==> src/rtl/io_bank_pkg.sv <==
// io_bank_pkg
//   Shared command encodings for the GPIO bank. pkt_decode imports the same
//   package, so both sides always agree on the opcode values.
//   Contents: opcode width, opcode localparams, command type, and is_read().
package io_bank_pkg;

  localparam int OP_NBIT = 3;

  typedef logic [OP_NBIT-1:0] op_t;

  localparam op_t OP_WR_DIR  = 3'd0;
  localparam op_t OP_WR_DATA = 3'd1;
  localparam op_t OP_SET     = 3'd2;
  localparam op_t OP_CLR     = 3'd3;
  localparam op_t OP_TGL     = 3'd4;
  localparam op_t OP_RD_PIN  = 3'd5;
  localparam op_t OP_RD_CHG  = 3'd6;
  localparam op_t OP_RD_OUT  = 3'd7;

  // True for the opcodes that return one response word.
  function automatic logic is_read(input op_t op);
    return (op == OP_RD_PIN) || (op == OP_RD_CHG) || (op == OP_RD_OUT);
  endfunction

endpackage

==> src/rtl/io_bank_if.sv <==
// io_bank_if
//   Command/response bus between pkt_decode (master) and io_bank (slave).
//   master: drives cmd_vd/cmd_op/cmd_port/cmd_data, receives rsp_vd/rsp_data.
//   slave : receives the command fields, drives the response.
interface io_bank_if
  import io_bank_pkg::*;
#(
  parameter int NPORT = 3,
  parameter int NBIT  = 8
) ();

  localparam int PORT_NBIT = (NPORT > 1) ? $clog2(NPORT) : 1;

  logic                 cmd_vd;
  op_t                  cmd_op;
  logic [PORT_NBIT-1:0] cmd_port;
  logic [NBIT-1:0]      cmd_data;
  logic                 rsp_vd;
  logic [NBIT-1:0]      rsp_data;

  modport master (
    output cmd_vd, cmd_op, cmd_port, cmd_data,
    input  rsp_vd, rsp_data
  );

  modport slave (
    input  cmd_vd, cmd_op, cmd_port, cmd_data,
    output rsp_vd, rsp_data
  );

endinterface

==> src/rtl/io_bank_sync.sv <==
// io_sync
//   One GPIO port's input path: 2-flop synchroniser, previous-value register
//   and a sticky change latch.
//   clk, rst  : clock, synchronous active-high reset
//   pin_in    : raw asynchronous pad input
//   clr       : clear the change latch (a same-cycle new change still sets)
//   sync_out  : synchronised pin value (pad + 2 cycles)
//   chg_out   : sticky per-bit change latch (pad + 3 cycles)
module io_sync #(
  parameter int NBIT = 8
) (
  input  logic            clk,
  input  logic            rst,
  input  logic [NBIT-1:0] pin_in,
  input  logic            clr,
  output logic [NBIT-1:0] sync_out,
  output logic [NBIT-1:0] chg_out
);

  logic [NBIT-1:0] meta_q;
  logic [NBIT-1:0] sync_q;
  logic [NBIT-1:0] prev_q;
  logic [NBIT-1:0] chg_q;

  // The set term is OR-ed after the clear so a change in the clear cycle
  // is never lost.
  always_ff @(posedge clk) begin
    if (rst) begin
      meta_q <= '0;
      sync_q <= '0;
      prev_q <= '0;
      chg_q  <= '0;
    end else begin
      meta_q <= pin_in;
      sync_q <= meta_q;
      prev_q <= sync_q;
      chg_q  <= (clr ? '0 : chg_q) | (sync_q ^ prev_q);
    end
  end

  assign sync_out = sync_q;
  assign chg_out  = chg_q;

endmodule

==> src/rtl/io_bank.sv <==
// io_bank
//   Parametrised bank of bidirectional GPIO ports with a registered
//   command/response bus and a programmable test-point divider.
//   clk, rst : clock, synchronous active-high reset
//   bus      : command/response bus (slave side)
//   io_dir   : per-pin output enable, port p at [p*NBIT +: NBIT]
//   io_do    : per-pin output value (always reflects the out register)
//   io_di    : raw asynchronous pad inputs
//   chg_flag : per-port OR of the change latch
//   tp_en    : test-point enable (0 clears counter and tp_out)
//   tp_div   : half-period minus one, sampled at each wrap
//   tp_out   : test-point square wave
module io_bank
  import io_bank_pkg::*;
#(
  parameter int NPORT    = 3,
  parameter int NBIT     = 8,
  parameter int DIV_NBIT = 16
) (
  input  logic                  clk,
  input  logic                  rst,
  io_bank_if.slave              bus,
  output logic [NPORT*NBIT-1:0] io_dir,
  output logic [NPORT*NBIT-1:0] io_do,
  input  logic [NPORT*NBIT-1:0] io_di,
  output logic [NPORT-1:0]      chg_flag,
  input  logic                  tp_en,
  input  logic [DIV_NBIT-1:0]   tp_div,
  output logic                  tp_out
);

  localparam int PORT_NBIT = (NPORT > 1) ? $clog2(NPORT) : 1;

  logic                 cmd_vd;
  op_t                  cmd_op;
  logic [PORT_NBIT-1:0] cmd_port;
  logic [NBIT-1:0]      cmd_data;

  assign cmd_vd   = bus.cmd_vd;
  assign cmd_op   = bus.cmd_op;
  assign cmd_port = bus.cmd_port;
  assign cmd_data = bus.cmd_data;

  logic [NPORT-1:0][NBIT-1:0] dir_q;
  logic [NPORT-1:0][NBIT-1:0] out_q;
  logic [NPORT-1:0][NBIT-1:0] sync_val;
  logic [NPORT-1:0][NBIT-1:0] chg_val;
  logic [NPORT-1:0]           port_sel;
  logic [NPORT-1:0]           chg_clr;

  // An out-of-range cmd_port selects no port, so writes fall through and
  // reads return the zero default of the read mux.
  for (genvar p = 0; p < NPORT; p++) begin : g_port
    assign port_sel[p] = cmd_vd && (cmd_port == PORT_NBIT'(p));
    assign chg_clr[p]  = port_sel[p] && (cmd_op == OP_RD_CHG);
    assign chg_flag[p] = |chg_val[p];

    io_sync #(.NBIT(NBIT)) u_sync (
      .clk      (clk),
      .rst      (rst),
      .pin_in   (io_di[p*NBIT +: NBIT]),
      .clr      (chg_clr[p]),
      .sync_out (sync_val[p]),
      .chg_out  (chg_val[p])
    );
  end

  always_ff @(posedge clk) begin
    if (rst) begin
      dir_q <= '0;
      out_q <= '0;
    end else begin
      for (int p = 0; p < NPORT; p++) begin
        if (port_sel[p]) begin
          case (cmd_op)
            OP_WR_DIR:  dir_q[p] <= cmd_data;
            OP_WR_DATA: out_q[p] <= cmd_data;
            OP_SET:     out_q[p] <= out_q[p] | cmd_data;
            OP_CLR:     out_q[p] <= out_q[p] & ~cmd_data;
            OP_TGL:     out_q[p] <= out_q[p] ^ cmd_data;
            default:    ;
          endcase
        end
      end
    end
  end

  assign io_dir = dir_q;
  assign io_do  = out_q;

  logic [NBIT-1:0] rd_val;

  // RD_CHG returns the latch value before this cycle's clear takes effect.
  always_comb begin
    rd_val = '0;
    for (int p = 0; p < NPORT; p++) begin
      if (port_sel[p]) begin
        case (cmd_op)
          OP_RD_PIN: rd_val = sync_val[p];
          OP_RD_CHG: rd_val = chg_val[p];
          OP_RD_OUT: rd_val = out_q[p];
          default:   rd_val = '0;
        endcase
      end
    end
  end

  logic            rsp_vd_q;
  logic [NBIT-1:0] rsp_data_q;

  // rsp_data is only loaded on a read, so it holds between responses.
  always_ff @(posedge clk) begin
    if (rst) begin
      rsp_vd_q   <= 1'b0;
      rsp_data_q <= '0;
    end else begin
      rsp_vd_q <= cmd_vd && is_read(cmd_op);
      if (cmd_vd && is_read(cmd_op)) begin
        rsp_data_q <= rd_val;
      end
    end
  end

  assign bus.rsp_vd   = rsp_vd_q;
  assign bus.rsp_data = rsp_data_q;

  logic [DIV_NBIT-1:0] tp_cnt;
  logic [DIV_NBIT-1:0] tp_lim;
  logic                tp_q;

  // tp_lim is the divider value in force for the current half-period; it is
  // reloaded only at wrap (and continuously while disabled, so an enable
  // starts with the value presented beforehand).
  always_ff @(posedge clk) begin
    if (rst) begin
      tp_cnt <= '0;
      tp_lim <= '0;
      tp_q   <= 1'b0;
    end else if (!tp_en) begin
      tp_cnt <= '0;
      tp_lim <= tp_div;
      tp_q   <= 1'b0;
    end else if (tp_cnt == tp_lim) begin
      tp_cnt <= '0;
      tp_lim <= tp_div;
      tp_q   <= ~tp_q;
    end else begin
      tp_cnt <= tp_cnt + DIV_NBIT'(1);
    end
  end

  assign tp_out = tp_q;

endmodule

==> src/flat_wrapper.sv <==
// flat-port wrapper written by rule: the top's interface ports become plain ports
module io_bank_flat import io_bank_pkg::*;
#(
  parameter int NPORT    = 3,
  parameter int NBIT     = 8,
  parameter int DIV_NBIT = 16
)
  (clk, rst, io_dir, io_do, io_di, chg_flag, tp_en, tp_div, tp_out, bus_cmd_vd, bus_cmd_op, bus_cmd_port, bus_cmd_data, bus_rsp_vd, bus_rsp_data);
  io_bank_if #(.NPORT(NPORT), .NBIT(NBIT)) bus_i ();
  input  logic clk;
  input  logic rst;
  output logic [NPORT*NBIT-1:0] io_dir;
  output logic [NPORT*NBIT-1:0] io_do;
  input  logic [NPORT*NBIT-1:0] io_di;
  output logic [NPORT-1:0] chg_flag;
  input  logic tp_en;
  input  logic [DIV_NBIT-1:0] tp_div;
  output logic tp_out;
  input wire logic [$bits(bus_i.cmd_vd)-1:0] bus_cmd_vd;
  input wire logic [$bits(bus_i.cmd_op)-1:0] bus_cmd_op;
  input wire logic [$bits(bus_i.cmd_port)-1:0] bus_cmd_port;
  input wire logic [$bits(bus_i.cmd_data)-1:0] bus_cmd_data;
  output wire logic [$bits(bus_i.rsp_vd)-1:0] bus_rsp_vd;
  output wire logic [$bits(bus_i.rsp_data)-1:0] bus_rsp_data;
  assign bus_i.cmd_vd = bus_cmd_vd;
  assign bus_i.cmd_op = bus_cmd_op;
  assign bus_i.cmd_port = bus_cmd_port;
  assign bus_i.cmd_data = bus_cmd_data;
  assign bus_rsp_vd = bus_i.rsp_vd;
  assign bus_rsp_data = bus_i.rsp_data;
  io_bank #(.NPORT(NPORT), .NBIT(NBIT), .DIV_NBIT(DIV_NBIT)) u_core (.clk(clk), .rst(rst), .bus(bus_i), .io_dir(io_dir), .io_do(io_do), .io_di(io_di), .chg_flag(chg_flag), .tp_en(tp_en), .tp_div(tp_div), .tp_out(tp_out));
endmodule
==> config.mk <==
export PLATFORM = sky130hd
export DESIGN_NAME = io_bank_flat
export DESIGN_NICKNAME = d
export VERILOG_FILES = /design/src/rtl/io_bank_pkg.sv /design/src/rtl/io_bank_if.sv /design/src/rtl/io_bank_sync.sv /design/src/rtl/io_bank.sv /design/src/flat_wrapper.sv
export SDC_FILE = /design/constraint.sdc
export NUM_CORES = 1
export LEC_CHECK = 0
export ABC_AREA = 1
export BUFFER_PORTS_ARGS = -buffer_cell sky130_fd_sc_hd__buf_2
export CORE_ASPECT_RATIO = 1.25
export CORE_UTILIZATION = 51
export DETAILED_ROUTE_END_ITERATION = 16
export GPL_TIMING_DRIVEN = 0
export PLACE_DENSITY_LB_ADDON = 0.15
export SYNTH_ARGS = -nofsm -noshare
export SYNTH_HDL_FRONTEND = slang
export SYNTH_HIERARCHICAL = 1
export SYNTH_SLANG_ARGS = --single-unit
==> constraint.sdc <==
create_clock -name clk -period 2 [get_ports clk]
set_clock_uncertainty 0.15 [all_clocks]
set_input_delay 0.1 -clock clk [delete_from_list [all_inputs] [get_ports clk]]
set_output_delay 0.1 -clock clk [all_outputs]
set_load 0.01 [all_outputs]
# Word-level counts from Yosys, hierarchy flattened
# Cells that the tools add are included.
# totals
elab_cells	90
reg_bits	186
out_inout_bits	61
# classes
muxes	14
n_reduce_logical	23
eq_ne	11
bitwise_logic	18
add_sub_neg	1
# ops
op	n
$pmux W8 S4	3
$pmux W8 S3	3
$mux W8	6
$or A8 B8 Y8	6
$xor A8 B8 Y8	6
$mux W16	2
$and A8 B8 Y8	3
$reduce_or A8 Y1	3
$add A16 B1 Y16 const B	1
$eq A16 B16 Y1	1
$eq A3 B3 Y1 const B	4
$reduce_and A2 Y1	6
$not A8 Y8	1
$logic_and A1 B1 Y1	7
$eq A3 B2 Y1 const B	2
$reduce_bool A4 Y1	1
$eq A3 B1 Y1 const B	1
$logic_not A3 Y1	1
$reduce_or A3 Y1	1
$eq A2 B1 Y1 const B	1
$eq A2 B2 Y1 const B	1
$logic_not A2 Y1	1
$logic_or A1 B1 Y1	2
$ne A2 B1 Y1 const B	1
2 further kinds	3

# Depth between registers and ports, before layout
# depth
ltp_word	5
ltp_mapped	12
depth_no_buf	10

# Modules after synthesis
# Netlist, hierarchy kept.
# by_module_without_submodules
mod	cells_per_inst	area_per_inst_um2	n_inst
io_bank	841	5625.4	1
io_sync	141	1092.3	3

# Worst setup path before layout
# OpenSTA, ideal clock, no wires.
# synth_timing
path_kind	reg2reg
start	register u_core.tp_cnt[0]
end	register u_core.tp_cnt[14]
path_stages_with_launch	9
arrival_ps	1312
required_time_ps	1733
synth_period_minus_slack_ps	1579
slack_ps	421
setup_time_ps	117
path_buffers	0
path_cell_list	dfxtp_1 -> ha_1 -> nand3_1 -> nor2_1 -> nand3_1 -> nor2_1 -> nand4_1 -> nand3_1 -> nor2_1
# synth_via
elab_chain_len	2
# synth_lines
item	line	rtl
from (decl)	io_bank.sv:127	logic [DIV_NBIT-1:0] tp_cnt;
from (signal assigned)	io_bank.sv:148	tp_cnt <= tp_cnt + DIV_NBIT'(1);
parallel branches: the longest is 2 deep, another holds $add A16 B1 Y16	n/a	
# Several ways; the timed one is not identified.
# A chain may end at the register's enable or synchronous reset.

# Worst setup path in the final report
# layout_timing
start	input port rst
end	register u_core.rsp_vd_q (netlist: u_core/bus.rsp_vd)
# layout_lines
item	line	rtl
from (decl)	flat_wrapper.sv:11	input logic rst;
to (signal assigned)	io_bank.sv:117	rsp_vd_q <= cmd_vd && is_read(cmd_op);
to (decl)	io_bank.sv:108	logic rsp_vd_q;
# No word-level cell between the ends.

==> metrics.txt <==
final hold vios 0; worst hold-check path type primary input to register; hold_sp bus_cmd_data[5]; Static Leak 5.29 nW; final setup fails 0; CTS max path bufs 2; DPL Wire Length approximately 17 mm; vias in the first global route about 7.6k; port buffer count 114; Psw between 0.002 and 0.0025 W; Clock Power Share 42.5%; Slowest-stage cell, CP dlygate4sd3_1; Peak VDD IR ~580 µV; antenna-violating nets left 0; P_int around 0.0064 W; Avg WL per Cell 13.8 µm; Yosys warnings 6; NumNets Final ~1.6k; Synth Register Bits approximately 190; largest net degree at the start of global routing 17; Slew @ Worst Pin slightly below 600 ps; Initial Util 52.4%; worst-path fanout max 10; CTS tree built; initial antenna violation count 1; clock sinks 186; area grow syn2layout 23.0%; crit path cell chain dlygate4sd3_1 -> buf_2 -> clkbuf_1 -> clkbuf_1 -> nor2_1; area of the multi-input gates 0.00410 mm²; worst r2r path cells 10; CP required 2130 ps; switch share between 20 and 25%; DIE AREA approximately 0.018 mm²; worst hold endpoint u_core/io_dir[5]$_SDFFE_PP0P_; post-DR vias/cell 4.95; routability cong. about 0.95; design area between 0.01 and 0.015 mm²; CP arrival roughly 2000 ps; Fmax 0.540 GHz; combinational power share about a tenth; most frequent cells in the layout 310 x nand2_1, 197 x inv_1, 186 x dfxtp_1, 165 x nor2_1, 124 x buf_2; Critical Path Max Stage Delay between 500 and 600 ps; CP endpoint kind register; RSZ-0062 raised after global routing false; Die Y ~150 µm; Row Count 53; maxcap violations 0; register area roughly 0.0037 mm²; Synth Area per Inst between 7 and 8 µm²; GR Overflow Total 0; fraction of layout cells with a size suffix above 1 between 10 and 15%; Seq/Total Area, Yosys 41.8%; final slew viol count 0; Sequential Power Share between 40% and 50%; final worst-path cycle share 92.6%; DRC viols 0; I/O pin total between 100 and 150; PwrDens between 700 and 800 mW/mm²; Crit Path Category primary input to register; Syn Nets ~1.4k; CORE AREA 0.0170 mm²; cells after synthesis approximately 1.3k; Area after DPL between 0.009 and 0.01 mm²; Worst setup SP type primary input; vias about 8.3k; drt first-iter violations 532; global-route wire length before repair between 30 and 40 mm; slew margin rel. between 60% and 70%; TritonRoute pass-1 iters 5; CTS Buf Count 17; H-tree level count 4; clk_lat worst skew 430 ps; final WL around 23 mm; cell mode on critical path clkbuf_1; Synth cell types 34; largest delay contributor family on the critical path buffers and inverters; clk root buf clkbuf_16; minimum clock period between 1500 and 2000 ps; most common cell after layout, fill and taps aside nand2_1; R2R Setup Slk ~160 ps; Die Wd approximately 120 µm; reg-to-reg critical path startpoint u_core/tp_cnt[9]$_SDFF_PP0_; post-synthesis instance area roughly 0.0089 mm²; global-route usage over all layers 26.3%; Final TNS setup 0 ps; CP bufs+invs 4; outcome finished clean; WHS Path Cells 3; Clk pin slew, worst setup/hold paths approximately 60 ps; Worst R2R End u_core/tp_lim[0]$_SDFFE_PP0P_; Layout fillers 1590
[Yosys cell counts, drive strengths merged]
master  number  share of area [%]
xnor2        1              0.098
o21ai       67                3.8
dfxtp      186                 42
nand2      312                 13
a221oi       4               0.39
nor3         8               0.56
buf         30                2.7
nand3       77                4.4
a31oi        1              0.070
clkbuf      13               0.55
inv        215                9.1
ha          49                6.9
nor4         6               0.42
nand4       16                1.1
clkinv       1              0.042
xor2         8               0.79
and2         1              0.070
o211ai      10               0.84
nor2       181                8.6
a21oi       78                4.5
[power groups by stage]
stage          logic (W)  registers, W  clock network (W)
2_1_floorplan   0.000552       0.00402                  0
3_3_place_gp    0.000790       0.00403                  0
3_5_place_dp    0.000811       0.00404                  0
4_1_cts         0.000896       0.00395            0.00365
5_1_grt          0.00101       0.00397            0.00382
6_report        0.000905       0.00396            0.00359
[worst max path at each step]
stage | startpoint | endpoint | slack, ps | cells past startpoint
CTS | u_core/tp_cnt[4]$_SDFF_PP0_ | u_core/tp_lim[0]$_SDFFE_PP0P_ | 100 | 11
global placement | u_core/tp_cnt[4]$_SDFF_PP0_ | u_core/tp_lim[0]$_SDFFE_PP0P_ | 150 | 11
finish | rst | u_core/bus.rsp_vd$_SDFF_PP0_ | 150 | 5
detailed placement | u_core/tp_cnt[4]$_SDFF_PP0_ | u_core/tp_lim[0]$_SDFFE_PP0P_ | 120 | 11
floorplan | u_core/tp_cnt[0]$_SDFF_PP0_ | u_core/tp_cnt[14]$_SDFF_PP0_ | 420 | 8
global route | u_core/tp_cnt[4]$_SDFF_PP0_ | u_core/tp_lim[10]$_SDFFE_PP0P_ | 10 | 12
[final cells by class]
class,count,share of cell area (%)
inverters,216,7.43
well taps,220,2.51
multi-input cells,819,37.5
repair buffers,167,10.1
clock buffers,19,4.05
flip-flops and latches,186,34.0
clock inverters,13,1.70
diodes,1,0.0229
plain buffers,43,2.72
[routing by layer]
metal | vias up | wire, µm | track usage, %
met5 | - | 0 | 0
met4 | 0 | 850 | 13.4
met3 | 57 | 1130 | 4.15
met2 | 249 | 11100 | 44.6
met1 | 3730 | 10200 | 32.2
li1 | 4294 | - | -
[cell families (layout without fill, tap and decap cells)]
family / count (synthesis) / count (layout) / synth area share, %
xor gates and xnor gates: 9 / 9 / 0.886
buffers and inverters: 259 / 458 / 12.3
and+or+nand+nor: 601 / 601 / 28.5
DFF: 186 / 186 / 41.8
other: 0 / 1 / 0
AOI/OAI and AO/OA: 160 / 160 / 9.59
adders and majority gates: 49 / 49 / 6.89
[timing repair]
action,in CTS,in global routing
setup buffers,0,0
gates resized for setup,0,12
endpoints found under the setup margin,0,26
hold buffers,53,0
hold endpoints to repair,60,0
[worst min-delay path, stage by stage]
cell and delay, ps:
buf_2 70, inv_1 200, a21oi_1 180
[flip-flops by register name, indices dropped and copies added (netlist names)]
| name | flops |
|---|---|
| u_core/bus.rsp_vd | 1 |
| u_core/tp_cnt | 16 |
| u_core/io_dir | 24 |
| u_core/g_port.u_sync/meta_q | 24 |
| u_core/tp_out | 1 |
| u_core/bus.rsp_data | 8 |
| u_core/io_do | 24 |
| u_core/g_port.u_sync/prev_q | 24 |
| u_core/tp_lim | 16 |
| u_core/g_port.u_sync/chg_out | 24 |
| u_core/g_port.u_sync/sync_out | 24 |
[per-stage QoR]
stage	worst slack (ps)	hold WS, ps	util, %	power, W	std cells
2_1_floorplan	421	57.0	-	0.00457	1264
3_3_place_gp	151	148	57.4	0.00482	1598
3_5_place_dp	121	156	57.4	0.00485	1598
4_1_cts	101	3.43	64.3	0.00850	1683
5_1_grt	11.6	27.2	64.5	0.00881	1683
6_report	148	29.8	64.5	0.00845	1684
Note: power is estimated with default switching activity, not from simulation.
